`src/rtl/divide10_pkg.sv`:
```
// divide10_pkg: shared widths and constants for the divide-by-ten unit.
//   VALUE_W      dividend width
//   QUOT_W       quotient width
//   REM_W        remainder width
//   CNT_W        iteration counter width
//   ITERATIONS   quotient bits produced, one per clock
//   DIVISOR_INIT ten aligned under the dividend MSBs (10 << 9)
//   MAX_VALUE    largest dividend whose quotient fits in QUOT_W bits
package divide10_pkg;

    localparam int unsigned VALUE_W    = 14;
    localparam int unsigned QUOT_W     = 10;
    localparam int unsigned REM_W      = 4;
    localparam int unsigned CNT_W      = 4;
    localparam int unsigned ITERATIONS = 10;

    localparam logic [VALUE_W-1:0] DIVISOR_INIT = 14'd5120;
    localparam logic [VALUE_W-1:0] MAX_VALUE    = 14'd10239;

    localparam logic [CNT_W-1:0] LAST_ITER = CNT_W'(ITERATIONS - 1);

endpackage

```
`src/rtl/divide10_step.sv`:
```
// divide10_step: one restoring-division step (compare and conditional subtract).
// Ports:
//   dividend       current partial remainder
//   divisor        current shifted divisor
//   fit            dividend >= divisor, i.e. this quotient bit is 1
//   dividend_next  partial remainder after the step
module divide10_step
    import divide10_pkg::*;
(
    input  logic [VALUE_W-1:0] dividend,
    input  logic [VALUE_W-1:0] divisor,
    output logic               fit,
    output logic [VALUE_W-1:0] dividend_next
);

    always_comb begin
        fit           = (dividend >= divisor);
        dividend_next = fit ? (dividend - divisor) : dividend;
    end

endmodule

```
`src/rtl/divide_10.sv`:
```
// divide_10: sequential restoring divide-by-ten, one quotient bit per clock.
// A start accepted while idle or done launches a 10-cycle division; ready rises
// 10 clocks after the start-sampling edge and holds until the next accepted start.
// Ports:
//   clk        system clock, rising edge
//   rst        asynchronous active-low reset
//   start      one-cycle request, ignored while a division is running
//   value      unsigned dividend, contract range 0..10239
//   quotient   value / 10 (partial bits visible while running)
//   remainder  value % 10
//   ready      result valid
//   overflow   only with DIVIDE10_OVERFLOW_EN: accepted value exceeded 10239
// Build option: define DIVIDE10_OVERFLOW_EN to add the overflow port and
// force saturated results (1023, 15) for out-of-range dividends.
module divide_10
    import divide10_pkg::*;
(
    input  logic               clk,
    input  logic               rst,
    input  logic               start,
    input  logic [VALUE_W-1:0] value,
    output logic [QUOT_W-1:0]  quotient,
    output logic [REM_W-1:0]   remainder,
`ifdef DIVIDE10_OVERFLOW_EN
    output logic               overflow,
`endif
    output logic               ready
);

    logic [VALUE_W-1:0] dividend;
    logic [VALUE_W-1:0] divisor;
    logic [VALUE_W-1:0] dividend_next;
    logic [CNT_W-1:0]   count;
    logic               run;
    logic               fit;

    divide10_step u_step (
        .dividend      (dividend),
        .divisor       (divisor),
        .fit           (fit),
        .dividend_next (dividend_next)
    );

    always_ff @(posedge clk or negedge rst) begin
        if (!rst) begin
            dividend <= '0;
            divisor  <= '0;
            quotient <= '0;
            count    <= '0;
            run      <= 1'b0;
            ready    <= 1'b0;
`ifdef DIVIDE10_OVERFLOW_EN
            overflow <= 1'b0;
`endif
        end else if (start && !run) begin
            dividend <= value;
            divisor  <= DIVISOR_INIT;
            quotient <= '0;
            count    <= '0;
            run      <= 1'b1;
            ready    <= 1'b0;
`ifdef DIVIDE10_OVERFLOW_EN
            overflow <= (value > MAX_VALUE);
`endif
        end else if (run) begin
            dividend <= dividend_next;
            divisor  <= divisor >> 1;
            quotient <= {quotient[QUOT_W-2:0], fit};
            count    <= count + CNT_W'(1);
            if (count == LAST_ITER) begin
                run   <= 1'b0;
                ready <= 1'b1;
`ifdef DIVIDE10_OVERFLOW_EN
                // Saturate instead of publishing the wrapped algorithm output.
                if (overflow) begin
                    quotient <= '1;
                end
`endif
            end
        end
    end

`ifdef DIVIDE10_OVERFLOW_EN
    assign remainder = (overflow && ready) ? '1 : dividend[REM_W-1:0];
`else
    assign remainder = dividend[REM_W-1:0];
`endif

endmodule

```
`config.mk`:
```
export PLATFORM = sky130hd
export DESIGN_NAME = divide_10
export DESIGN_NICKNAME = d
export VERILOG_FILES = /design/src/rtl/divide10_pkg.sv /design/src/rtl/divide10_step.sv /design/src/rtl/divide_10.sv
export SDC_FILE = /design/constraint.sdc
export NUM_CORES = 1
export LEC_CHECK = 0
export ABC_AREA = 1
export ABC_CLOCK_PERIOD_IN_PS = 1900
export CAP_MARGIN = 20
export CELL_PAD_IN_SITES_DETAIL_PLACEMENT = 0
export CELL_PAD_IN_SITES_GLOBAL_PLACEMENT = 2
export CORE_MARGIN = 2
export CORE_UTILIZATION = 29
export DETAILED_ROUTE_END_ITERATION = 12
export MAX_ROUTING_LAYER = met4
export PLACE_DENSITY_LB_ADDON = 0.2
export RECOVER_POWER = 50
export SYNTH_ARGS = -nofsm -noshare
export SYNTH_HDL_FRONTEND = slang
export SYNTH_SLANG_ARGS = --single-unit
```
`constraint.sdc`:
```
create_clock -name clk -period 1.9 [get_ports clk]
set_input_delay 0.19 -clock clk [delete_from_list [all_inputs] [get_ports clk]]
set_output_delay 0.19 -clock clk [all_outputs]
set_load 0.02 [all_outputs]
```
# Word-level counts from Yosys, hierarchy flattened
# Index checks and enable logic that the tools add are counted.
# totals
reg_bits,44
output_inout_bits,15
# classes
n_addsub,2
n_eq_ne,1
n_reduce_logical,7
order_cmp,1
muxes,15
# op_table
op,n
14-bit 2-to-1 mux,5
10-bit 2-to-1 mux,2
14-bit greater-or-equal comparator,1
14-bit subtractor,1
4-bit 2-to-1 mux,2
1-bit 2-to-1 mux,6
2-bit nonzero test,3
4-bit by 1-bit adder with 4-bit output (second input constant),1
4-bit == test (second input constant),1
2-bit AND reduction,2
1-bit logical AND,1
1-bit logical NOT,1

# Longest topological paths before layout
# logic_depth
word_depth,4
depth_mapped,15

# Hierarchy
# From an unflattened synthesis, not the netlist that was laid out.
# unflattened
cells_unflattened,414
hier_area_um2,3041.7
# modules_own_cells
mod,cells_each,instances,area_each_um2,seq_area_each_um2
divide_10,189,1,1764.2,1076.0
divide10_step,225,1,1277.5,0.0

# Least setup slack after synthesis
# OpenSTA, ideal clock, no wires.
# synth_path
path_type,register -> register
startpoint,reg dividend[0]
endpoint,reg dividend[2]
t_arrival_ns,1.864
stages_incl_launch_ff,16
setup_ns,0.116
n_path_buf,1
path_slack_ns,-0.081
cell_sequence,dfrtp_1 > inv_1 > ha_1 > inv_1 > fa_1 > nand3_1 > nand3_1 > nand2_1 > nand2_1 > nand3_1 > nand3_2 > nand2_4 > nand2_4 > buf_6 > nand2_1 > nand2_1
# synth_between
elab_chain_len,4
elab_cells_between_ends,7
# synth_rtl
item,line,source
"start, declared",divide_10.sv:30,logic [VALUE_W-1:0] dividend;
"start signal, assigned",divide_10.sv:56,dividend <= value;
"start signal, assigned",divide_10.sv:66,dividend <= dividend_next;
14-bit subtractor,divide10_step.sv:18,dividend_next = fit ? (dividend - divisor) : dividend;
14-bit 2-to-1 mux,divide10_step.sv:18,
14-bit 2-to-1 mux,divide_10.sv:65,end else if (run) begin
14-bit 2-to-1 mux,divide_10.sv:55,end else if (start && !run) begin
# Parallel ways exist; a longest one is shown, timed or not. The select of a mux whose other input is x is not followed.
# A chain may end at the register's enable or synchronous reset.

# Worst setup path in the final report
# layout_path
startpoint,reg dividend[0]
endpoint,reg dividend[6]
# Same word-level chain as after synthesis.

==> results.cfg <==
[synthesis]
ys_types = 29
synth_area_per_cell_um2 = 7.17
ys_seq_elements = 43
netlist_instances = 377
yosysSeqAreaShare = 0.398
yosys_warnings = 0
synthesis.nets = 410
syn_area_um2 = 2700

[critical_path]
crit_fanout = 7
rr_worst_depth = 14
critPathArrivalTime_ps = 2220
cp_cell_sequence = inv_1 > ha_2 > inv_2 > fa_2 > nand3_2 > nand3_2 > nand2_2 > nand2_4 > nand3_4 > nand3_4 > nand2_8 > clkbuf_16 > nand3_1 > nand2_1
timing.rr.end = dividend[6]$_DFFE_PN0P_
end_kind = flop
reg2reg_setup_slack_ps = -90
worst_setup_path_start_kind = flop
required_ps = 2140
slowest_stage = dfrtp_1
crit-reg2reg-launch = dividend[0]$_DFFE_PN0P_
worstSetupPathType = reg2reg
cpPeakStageDelay_ps = 380

[sta]
fin_crit_ps = 1990
slew_headroom = 0.272
worst_pin_slew_ps = 1090
finalClockSkew_ps = 8.80
rsz0062_at_grt = true
hold_viol_final = 0
timing.fmax_ghz = 0.504
setup_viol = 15
timing.final.ws_setup_ps = -85.8
drv_slew = 0
fin_crit_sh = 1.05

[final_layout]
drive_gt1_frac = 0.184
area_growth_pct = 34.7
final_common_cell = nand2_1
antenna_cells = 0
fin_nets = 466
finalNonFillerCells = 545
final_cell_mix = nand2_1 (117), inv_1 (60), dfrtp_1 (43), clkdlybuf4s50_1 (30), buf_4 (27)

[clock_network]
clock_latency_ps = 290
cts_made_buffers = 5
cts.clk_slew.worst_paths_ps = 90
cts_tree = yes
cts_buffer_depth = 2
htreeDepth = 2
cts_root_buf = clkbuf_8
cts.sinks = 43

[worst_hold_path]
min_delay_path_depth = 1
min_path_type = reg2reg
whs_endpoint = count[3]$_DFFE_PN0P_
hold_start = count[3]$_DFFE_PN0P_

[grt]
antenna_found_initial = 0
grt_usage = 0.159
grt_pass1_wl_um = 12200
grt_pass1_vias = 2500
grt.overflow.total = 0
grt_max_degree = 44

[route]
drt-total-wl_um = 7400
vias = 2468
via_per_inst = 4.53
first_pass_iters = 4
drt-wirelength-per-cell_um = 13.6
drc = 0
ant_nets = 0
drtIter0Drc = 71

[floorplan]
core_region_area_um2 = 9150
initial_utilization = 0.295
io_pins = 32
fp.dieH_um = 101
row_count = 35
dieWidth_um = 101
die_area_um2 = 10100

[job]
drv_cap = 0

[run_status]
violations = setup timing
status = finished, violations left

[placed_design]
placed_cells = 532
place.gp.congestion = 0.816
dp_slack_ps = -118
io_buffer_count = 31
place_hpwl_um = 5450
-- metrics by stage --
stage	hold WS [ps]	instance area, um^2	utilization	TNS (ps)
2_1_floorplan	-106	2720	-	-57.0
5_1_grt	516	3640	0.398	-2970
6_report	491	3640	0.398	-1060
3_3_place_gp	316	3310	0.362	-830
4_1_cts	502	3470	0.379	-1110
3_5_place_dp	317	3310	0.362	-1530
-- cell families (layout without fill, tap and decap cells) --
logic type | after synthesis | after routing | share of synthesized area
and+or+nand+nor | 199 | 200 | 0.313
buffers and inverters | 77 | 133 | 0.118
DFF | 43 | 43 | 0.398
AOI/OAI and AO/OA | 40 | 40 | 0.0875
adders and majority gates | 16 | 16 | 0.0768
xor gates and xnor gates | 2 | 2 | 0.00648
-- state kept, by name, summed over array words and instances (netlist names) --
name / count
dividend: 14
divisor: 13
count: 4
ready: 1
run: 1
quotient: 10
-- routing by layer --
layer	up-vias	track usage	wire [um]	share of wire
met5	-	-	0	0
met4	0	0.0316	28	0.0038
met3	2	0.0187	117	0.016
met2	25	0.254	3440	0.46
met1	1144	0.219	3820	0.52
li1	1297	-	-	-
-- Yosys cell counts (all sizes together) --
| master | instances | area [um^2] |
|---|---|---|
| a21o | 1 | 7.51 |
| nor3 | 2 | 10.0 |
| clkbuf | 5 | 18.8 |
| fa | 1 | 20.0 |
| xor2 | 1 | 8.76 |
| xnor2 | 1 | 8.76 |
| ha | 15 | 188 |
| o21ai | 10 | 50.1 |
| nand3 | 36 | 185 |
| nand4 | 3 | 18.8 |
| nand2 | 128 | 498 |
| inv | 62 | 233 |
| dfrtp | 43 | 1080 |
| o22ai | 19 | 119 |
| nand3b | 1 | 7.51 |
| a31oi | 1 | 6.26 |
| nor2 | 25 | 101 |
| buf | 10 | 68.8 |
| a21oi | 7 | 38.8 |
| or2 | 4 | 25.0 |
| a22oi | 2 | 15.0 |
-- worst max-delay path by stage --
| stage | start | end | slack [ps] |
|---|---|---|---|
| 2_1_floorplan | dividend[0]$_DFFE_PN0P_ | dividend[2]$_DFFE_PN0P_ | -6 |
| 3_3_place_gp | dividend[0]$_DFFE_PN0P_ | dividend[13]$_DFFE_PN0P_ | -70 |
| 3_5_place_dp | dividend[0]$_DFFE_PN0P_ | dividend[13]$_DFFE_PN0P_ | -120 |
| 4_1_cts | dividend[0]$_DFFE_PN0P_ | dividend[12]$_DFFE_PN0P_ | -80 |
| 5_1_grt | dividend[0]$_DFFE_PN0P_ | dividend[9]$_DFFE_PN0P_ | -210 |
| 6_report | dividend[0]$_DFFE_PN0P_ | dividend[6]$_DFFE_PN0P_ | -90 |
-- worst max-delay path: cells and delay by family (launching register included) --
family                     cells  cell delay (ps)
adders and majority gates      2              540
DFF                            1              380
and+or+nand+nor                9              730
buffers and inverters          3              280
-- layout make-up --
type                    count  area [um^2]
clock buffers               5         68.8
clock inverters             3         67.6
fillers                   982         5510
inverters                  62          233
multi-input cells         258         1470
flip-flops and latches     43         1080
well taps                 111          139
repair buffers             63          588
-- repair_timing --
action	CTS	global route
setup buffers	0	2
endpoints found under the setup margin	15	15
hold endpoints to repair	26	0
gates resized for setup	3	28
cloned	0	2
pin swaps	0	18
hold buffers	1	0
Power is not shown: default switching activity piles up to over one toggle a cycle in this logic, so the estimate is an artifact.
